### config.mk
export PLATFORM = sky130hd
export DESIGN_NAME = fetch_unit
export DESIGN_NICKNAME = d
export VERILOG_FILES = /design/src/rtl/fetch_pkg.sv /design/src/rtl/fetch_fifo.sv /design/src/rtl/fetch_unit.sv
export SDC_FILE = /design/constraint.sdc
export NUM_CORES = 1
export LEC_CHECK = 0
export BUFFER_PORTS_ARGS = -buffer_cell sky130_fd_sc_hd__buf_2
export CAP_MARGIN = 20
export CORE_ASPECT_RATIO = 0.75
export CORE_MARGIN = 2
export CORE_UTILIZATION = 55
export CTS_CLUSTER_DIAMETER = 200
export DETAILED_ROUTE_END_ITERATION = 16
export PLACE_DENSITY = 0.76
export SYNTH_ARGS = -nofsm -noshare
export SYNTH_HDL_FRONTEND = slang
export SYNTH_SLANG_ARGS = --single-unit
### constraint.sdc
create_clock -name clk -period 6.5 [get_ports clk]
set_input_delay 0.325 -clock clk [delete_from_list [all_inputs] [get_ports clk]]
set_output_delay 0.325 -clock clk [all_outputs]
set_load 0.03 [all_outputs]
### src/rtl/fetch_pkg.sv
// Shared types and constants for the instruction fetch stage.
package fetch_pkg;

  localparam int          INSTR_W   = 32;
  localparam logic [31:0] NOP_INSTR = 32'h0000_0013;

  typedef enum logic [1:0] {
    IDLE = 2'd0,
    WAIT = 2'd1,
    DROP = 2'd2
  } fetch_state_t;

  // Entry width for a given PC width; the packed {pc, instr} struct is built in fetch_unit.
  function automatic int entry_w(input int pc_w);
    return pc_w + INSTR_W;
  endfunction

endpackage

### src/rtl/fetch_fifo.sv
// Prefetch FIFO: circular buffer, pointers one bit wider than the index so full/empty are unambiguous.
// Flush wins over push and pop; pop on empty is ignored.
module fetch_fifo #(
  parameter int DEPTH = 4,
  parameter int W     = 44
) (
  input  logic                     clk,
  input  logic                     rst,
  input  logic                     push,
  input  logic [W-1:0]             push_dat,
  input  logic                     pop,
  input  logic                     flush,
  output logic [$clog2(DEPTH):0]   count,
  output logic                     empty,
  output logic [W-1:0]             head
);

  localparam int AW = $clog2(DEPTH);

  logic [AW:0]  wr_ptr_q, wr_ptr_d;
  logic [AW:0]  rd_ptr_q, rd_ptr_d;
  logic         wr_en;
  logic [W-1:0] mem_q [DEPTH];

  assign count = wr_ptr_q - rd_ptr_q;
  assign empty = (wr_ptr_q == rd_ptr_q);
  assign head  = mem_q[rd_ptr_q[AW-1:0]];

  always_comb begin
    wr_ptr_d = wr_ptr_q;
    rd_ptr_d = rd_ptr_q;
    wr_en    = 1'b0;
    if (flush) begin
      wr_ptr_d = '0;
      rd_ptr_d = '0;
    end else begin
      if (push) begin
        wr_en    = 1'b1;
        wr_ptr_d = wr_ptr_q + 1'b1;
      end
      if (pop && !empty) begin
        rd_ptr_d = rd_ptr_q + 1'b1;
      end
    end
  end

  always_ff @(posedge clk or posedge rst) begin
    if (rst) begin
      wr_ptr_q <= '0;
      rd_ptr_q <= '0;
      for (int i = 0; i < DEPTH; i++) begin
        mem_q[i] <= '0;
      end
    end else begin
      wr_ptr_q <= wr_ptr_d;
      rd_ptr_q <= rd_ptr_d;
      if (wr_en) begin
        mem_q[wr_ptr_q[AW-1:0]] <= push_dat;
      end
    end
  end

endmodule

### src/rtl/fetch_unit.sv
// Instruction fetch: owns the fetch PC, issues at most one outstanding imem request, buffers words in a prefetch FIFO.
// Head of the FIFO drives the decode outputs; redirect flushes and marks any in-flight response stale.
module fetch_unit
  import fetch_pkg::*;
#(
  parameter int              PC_W     = 12,
  parameter int              DEPTH    = 4,
  parameter logic [PC_W-1:0] RESET_PC = '0
) (
  input  logic            clk,
  input  logic            rst,
  input  logic            redirect,
  input  logic [PC_W-1:0] redirect_pc,
  input  logic            stall,
  output logic            imem_req,
  output logic [PC_W-1:0] imem_addr,
  input  logic            imem_gnt,
  input  logic            imem_rvalid,
  input  logic [31:0]     imem_rdata,
  output logic            if_valid,
  output logic [31:0]     if_instr,
  output logic [PC_W-1:0] if_pc
);

  typedef struct packed {
    logic [PC_W-1:0]    pc;
    logic [INSTR_W-1:0] instr;
  } fetch_entry_t;

  localparam int             CNT_W   = $clog2(DEPTH) + 1;
  localparam logic [CNT_W-1:0] DEPTH_C = CNT_W'(DEPTH);

  fetch_state_t    state_q, state_d;
  logic [PC_W-1:0] fetch_pc_q, fetch_pc_d;
  logic [PC_W-1:0] req_pc_q, req_pc_d;

  logic             fifo_push, fifo_pop, fifo_flush, fifo_empty;
  logic [CNT_W-1:0] fifo_count;
  fetch_entry_t     push_entry, head_entry;

  // Request depends on registered state only (plus reset gating), never on this cycle's inputs.
  assign imem_req  = (state_q == IDLE) && (fifo_count < DEPTH_C) && !rst;
  assign imem_addr = fetch_pc_q;

  always_comb begin
    state_d    = state_q;
    fetch_pc_d = fetch_pc_q;
    req_pc_d   = req_pc_q;
    fifo_push  = 1'b0;
    fifo_pop   = !fifo_empty && !stall;
    fifo_flush = 1'b0;
    push_entry = '{pc: req_pc_q, instr: imem_rdata};

    unique case (state_q)
      IDLE: begin
        if (imem_req && imem_gnt) begin
          state_d    = WAIT;
          req_pc_d   = fetch_pc_q;
          fetch_pc_d = fetch_pc_q + PC_W'(4);
        end
      end
      WAIT: begin
        if (imem_rvalid) begin
          fifo_push = 1'b1;
          state_d   = IDLE;
        end
      end
      DROP: begin
        if (imem_rvalid) begin
          state_d = IDLE;
        end
      end
      default: state_d = IDLE;
    endcase

    // Redirect overrides everything; a request still in flight afterwards must be discarded on return.
    if (redirect) begin
      fifo_flush = 1'b1;
      fifo_push  = 1'b0;
      fifo_pop   = 1'b0;
      fetch_pc_d = redirect_pc;
      if ((state_q == IDLE && imem_req && imem_gnt) ||
          ((state_q == WAIT || state_q == DROP) && !imem_rvalid)) begin
        state_d = DROP;
      end else begin
        state_d = IDLE;
      end
    end
  end

  always_ff @(posedge clk or posedge rst) begin
    if (rst) begin
      state_q    <= IDLE;
      fetch_pc_q <= RESET_PC;
      req_pc_q   <= RESET_PC;
    end else begin
      state_q    <= state_d;
      fetch_pc_q <= fetch_pc_d;
      req_pc_q   <= req_pc_d;
    end
  end

  fetch_fifo #(
    .DEPTH (DEPTH),
    .W     (entry_w(PC_W))
  ) u_fifo (
    .clk      (clk),
    .rst      (rst),
    .push     (fifo_push),
    .push_dat (push_entry),
    .pop      (fifo_pop),
    .flush    (fifo_flush),
    .count    (fifo_count),
    .empty    (fifo_empty),
    .head     (head_entry)
  );

  assign if_valid = !fifo_empty;
  assign if_instr = if_valid ? head_entry.instr : NOP_INSTR;
  assign if_pc    = if_valid ? head_entry.pc    : '0;

endmodule

==> impl_metrics.py <==
metrics = {
    "floorplanning": {
        "core-area_sq_mm": 0.0168,
        "die_h_um": 118,
        "die_x_um": 155,
        "initial_utilization": 0.562,
        "rows": 41,
        "die-area_sq_mm": 0.0183,
        "pin_count": 108,
    },
    "cells_and_area": {
        "drive_gt1_frac": 0.533,
        "fin_cells": 951,
        "final_nets": 782,
        "syn_to_final_growth_pct": 14.9,
        "fillers": 1207,
        "fin_util": 0.646,
        "antennaDiodeCount": 0,
        "fin_area_sq_mm": 0.0109,
    },
    "global_route": {
        "grt_max_degree": 134,
        "antenna_found_initial": 2,
        "use_met3": 0.0376,
        "grt_pass1_wl_um": 31300,
        "grt_util_met1": 0.310,
        "grt_overflow": 0,
        "grt_usage": 0.215,
        "grt_use_met2": 0.352,
        "grt_busiest_layer": "met2",
        "grt_pass1_vias": 5933,
    },
    "cts": {
        "cts_tree": "built",
        "insertion_delay_ps": 480,
        "clock_path_buffers": 3,
        "htree_num_levels": 1,
        "numCtsBuffers": 21,
        "clkTransAtPathRegs_ps": 60,
        "root_buffer": "clkbuf_16",
        "cts_resized": 0,
        "cts_sinks": 208,
        "cts_setup_buffers": 0,
        "ctsHoldBuffers": 0,
    },
    "timing": {
        "post-route-period-util": 0.527,
        "finClkSkew_ps": 6.96,
        "fin_ws_ps": 3070,
        "fin_tns_setup_ps": 0,
        "rsz0062_at_grt": "no",
        "whs_ps": 50.7,
        "setup_viol": 0,
        "hold_viol": 0,
        "worst_slew_pin_slew_ps": 979,
        "min_period_ps": 3430,
        "drv_slew": 0,
        "max_slew_margin": 0.347,
        "fmax_ghz": 0.292,
    },
    "route": {
        "drc": 0,
        "num_vias": 5509,
        "drt_iter0_markers": 290,
        "drt-pass1-iter-count": 4,
        "ant_nets": 0,
        "routedWlPerCell_um": 20.1,
        "drt_wl_total_um": 19200,
        "vias_per_cell": 5.79,
    },
    "critical_path": {
        "critPathLaunchType": "flop",
        "cp-end-kind": "primary output",
        "crit_cells": 4,
        "slowest_delay_ps": 1070,
        "worstReg2RegStart": "u_fifo.rd_ptr_q[0]$_DFFE_PP0P_",
        "ff2ff_path_depth": 6,
        "critPathKind": "reg2out",
        "critPathBufInv": 1,
        "r2r-end": "imem_addr[3]$_DFFE_PP0P_",
        "r2r_slack_ps": 3220,
        "cp-startpoint": "u_fifo.rd_ptr_q[0]$_DFFE_PP0P_",
        "crit_end": "if_pc[8]",
        "worstPathArrival_ps": 3100,
        "path_cells": "ha_1, and3_2, nor2b_1, buf_2",
        "cp.required_ps": 6170,
        "path_max_fanout": 48,
        "cp_top_family": "flip-flops",
        "crit_slowest_cell": "dfrtp_4",
    },
    "yosys": {
        "yosysWarnings": 0,
        "synthCells": 624,
        "synth-xor-area-share": 0.0130,
        "synthAdderAreaFrac": 0.0132,
        "synthArstFlopShare": 1.00,
        "ys_top_cells_by_area": "dfrtp_1 55%, mux2_2 23%, mux4_2 10%",
        "synth-seq-area-share": 0.550,
        "synth-seq-cells": 208,
        "yosys.area_share.simple": 0.0510,
        "syn_area_sq_mm": 0.00946,
        "synth_top_family_by_area": "multiplexers",
        "synth_edf_count": 0,
        "synthDistinctLibCells": 33,
        "synth_area_per_cell_sq_um": 15.2,
        "syn-num-nets": 684,
        "synth-compound-area-share": 0.0172,
        "synth_area_leader_cell": "dfrtp_1",
        "ys.flop_type": "dfrtp_1",
        "synthMuxAreaShare": 0.335,
        "yosysTopAreaCellShare": 0.550,
    },
    "pwr": {
        "switchingPower_mw": 0.981,
        "clockPowerShare": 0.339,
        "p_seq_frac": 0.457,
        "power_density_mw_per_mm2": 337,
        "irDropWorstVdd_mv": 0.223,
        "intPower_mw": 2.68,
        "total_power_mw": 3.66,
        "switching_share": 0.268,
        "combPwrFrac": 0.205,
        "leakage_nw": 5.30,
    },
    "placement": {
        "place_area_sq_mm": 0.0102,
        "place.gp.congestion": 0.787,
        "dpl.hpwl_um": 11600,
        "port_buffers": 107,
        "dp.cells": 914,
        "pre_cts_ws_ps": 3170,
    },
    "flow_run": {
        "cap_violations": 0,
    },
    "hold_path": {
        "min_path_type": "in2async",
    },
    "outcome": {
        "status": "complete, no violations",
    },
}
[synthesized netlist by cell type (2+ instances only)]
cell	number
or2_2	3
buf_1	2
nand2_1	16
inv_1	7
o21a_1	2
and3_1	4
buf_2	5
xnor2_1	6
dfrtp_1	208
buf_6	3
o21ai_0	9
mux4_2	44
ha_1	10
nor2_1	7
and4_1	3
nor2b_1	44
clkbuf_1	28
nand3_1	2
xor2_1	8
o211ai_1	5
o2111ai_1	4
a21oi_1	3
mux2_2	191
[sequential cells by signal, summed over array words and instances (netlist names)]
name,count
u_fifo.wr_ptr_q,3
u_fifo.rd_ptr_q,3
imem_addr,12
u_fifo.mem_q,176
req_pc_q,12
state_q,2
[area by class of cell]
| type | instances | area [sq um] | area share |
|---|---|---|---|
| Clock buffer | 31 | 603 | 0.0555 |
| Clock inverter | 6 | 105 | 0.00967 |
| Inverter | 7 | 33.8 | 0.00311 |
| Multi-Input combinational cell | 371 | 4070 | 0.375 |
| Sequential cell | 208 | 5210 | 0.479 |
| Tap cell | 215 | 269 | 0.0247 |
| Timing Repair Buffer | 113 | 581 | 0.0534 |
[cells in the final DEF (no fill, tap or decap), drive strengths merged, types with 2 or more instances in the layout]
cell     Yosys  layout
dfrtp      208     208
mux2       193     193
buf         10     113
nor2b       44      44
mux4        44      44
clkbuf      28      31
nand2       16      16
ha          10      10
o21ai       10      10
xor2         8       8
nor2         7       7
inv          7       7
xnor2        6       6
o211ai       5       5
o2111ai      4       4
and3         4       4
a21oi        3       3
or2          3       3
and4         3       3
bufinv       0       3
clkinv       0       3
o21a         2       2
nand3        2       2
nor3         2       2
[layer usage]
layer / wire length, um / part of all wire
met3: 750 / 0.039
met2: 9150 / 0.48
met5: 27 / 0.0014
met1: 8910 / 0.47
met4: 311 / 0.016
[logic make-up after synthesis]
logic type,after synthesis
AO/OA/AOI/OAI,25
multiplexers,237
XOR/XNOR,14
buffers and inverters,45
AND/OR/NAND/NOR,85
flip-flops,208
adder cells (fa/ha/maj),10
[worst min path at each step]
stage / start / to / slack, ps / cells after the start
finish: rst / imem_addr[8]$_DFFE_PP0P_ / 50 / 2
global route: redirect_pc[5] / imem_addr[5]$_DFFE_PP0P_ / 60 / 3
CTS: redirect_pc[5] / imem_addr[5]$_DFFE_PP0P_ / 40 / 3
detailed placement: u_fifo.mem_q[65]$_DFFE_PP0P_ / u_fifo.mem_q[65]$_DFFE_PP0P_ / 490 / 1
global placement: u_fifo.mem_q[54]$_DFFE_PP0P_ / u_fifo.mem_q[54]$_DFFE_PP0P_ / 480 / 1
floorplan: redirect_pc[10] / imem_addr[10]$_DFFE_PP0P_ / 450 / 2
[power groups by stage]
stage	clock network, mW	registers (mW)	logic, mW
after floorplan	0	1.63	0.607
after global placement	0	1.67	0.728
after detailed placement	0	1.69	0.756
after CTS	1.26	1.67	0.758
after global routing	1.32	1.70	0.812
final	1.24	1.67	0.749
Power figures use the tool's default switching activity.
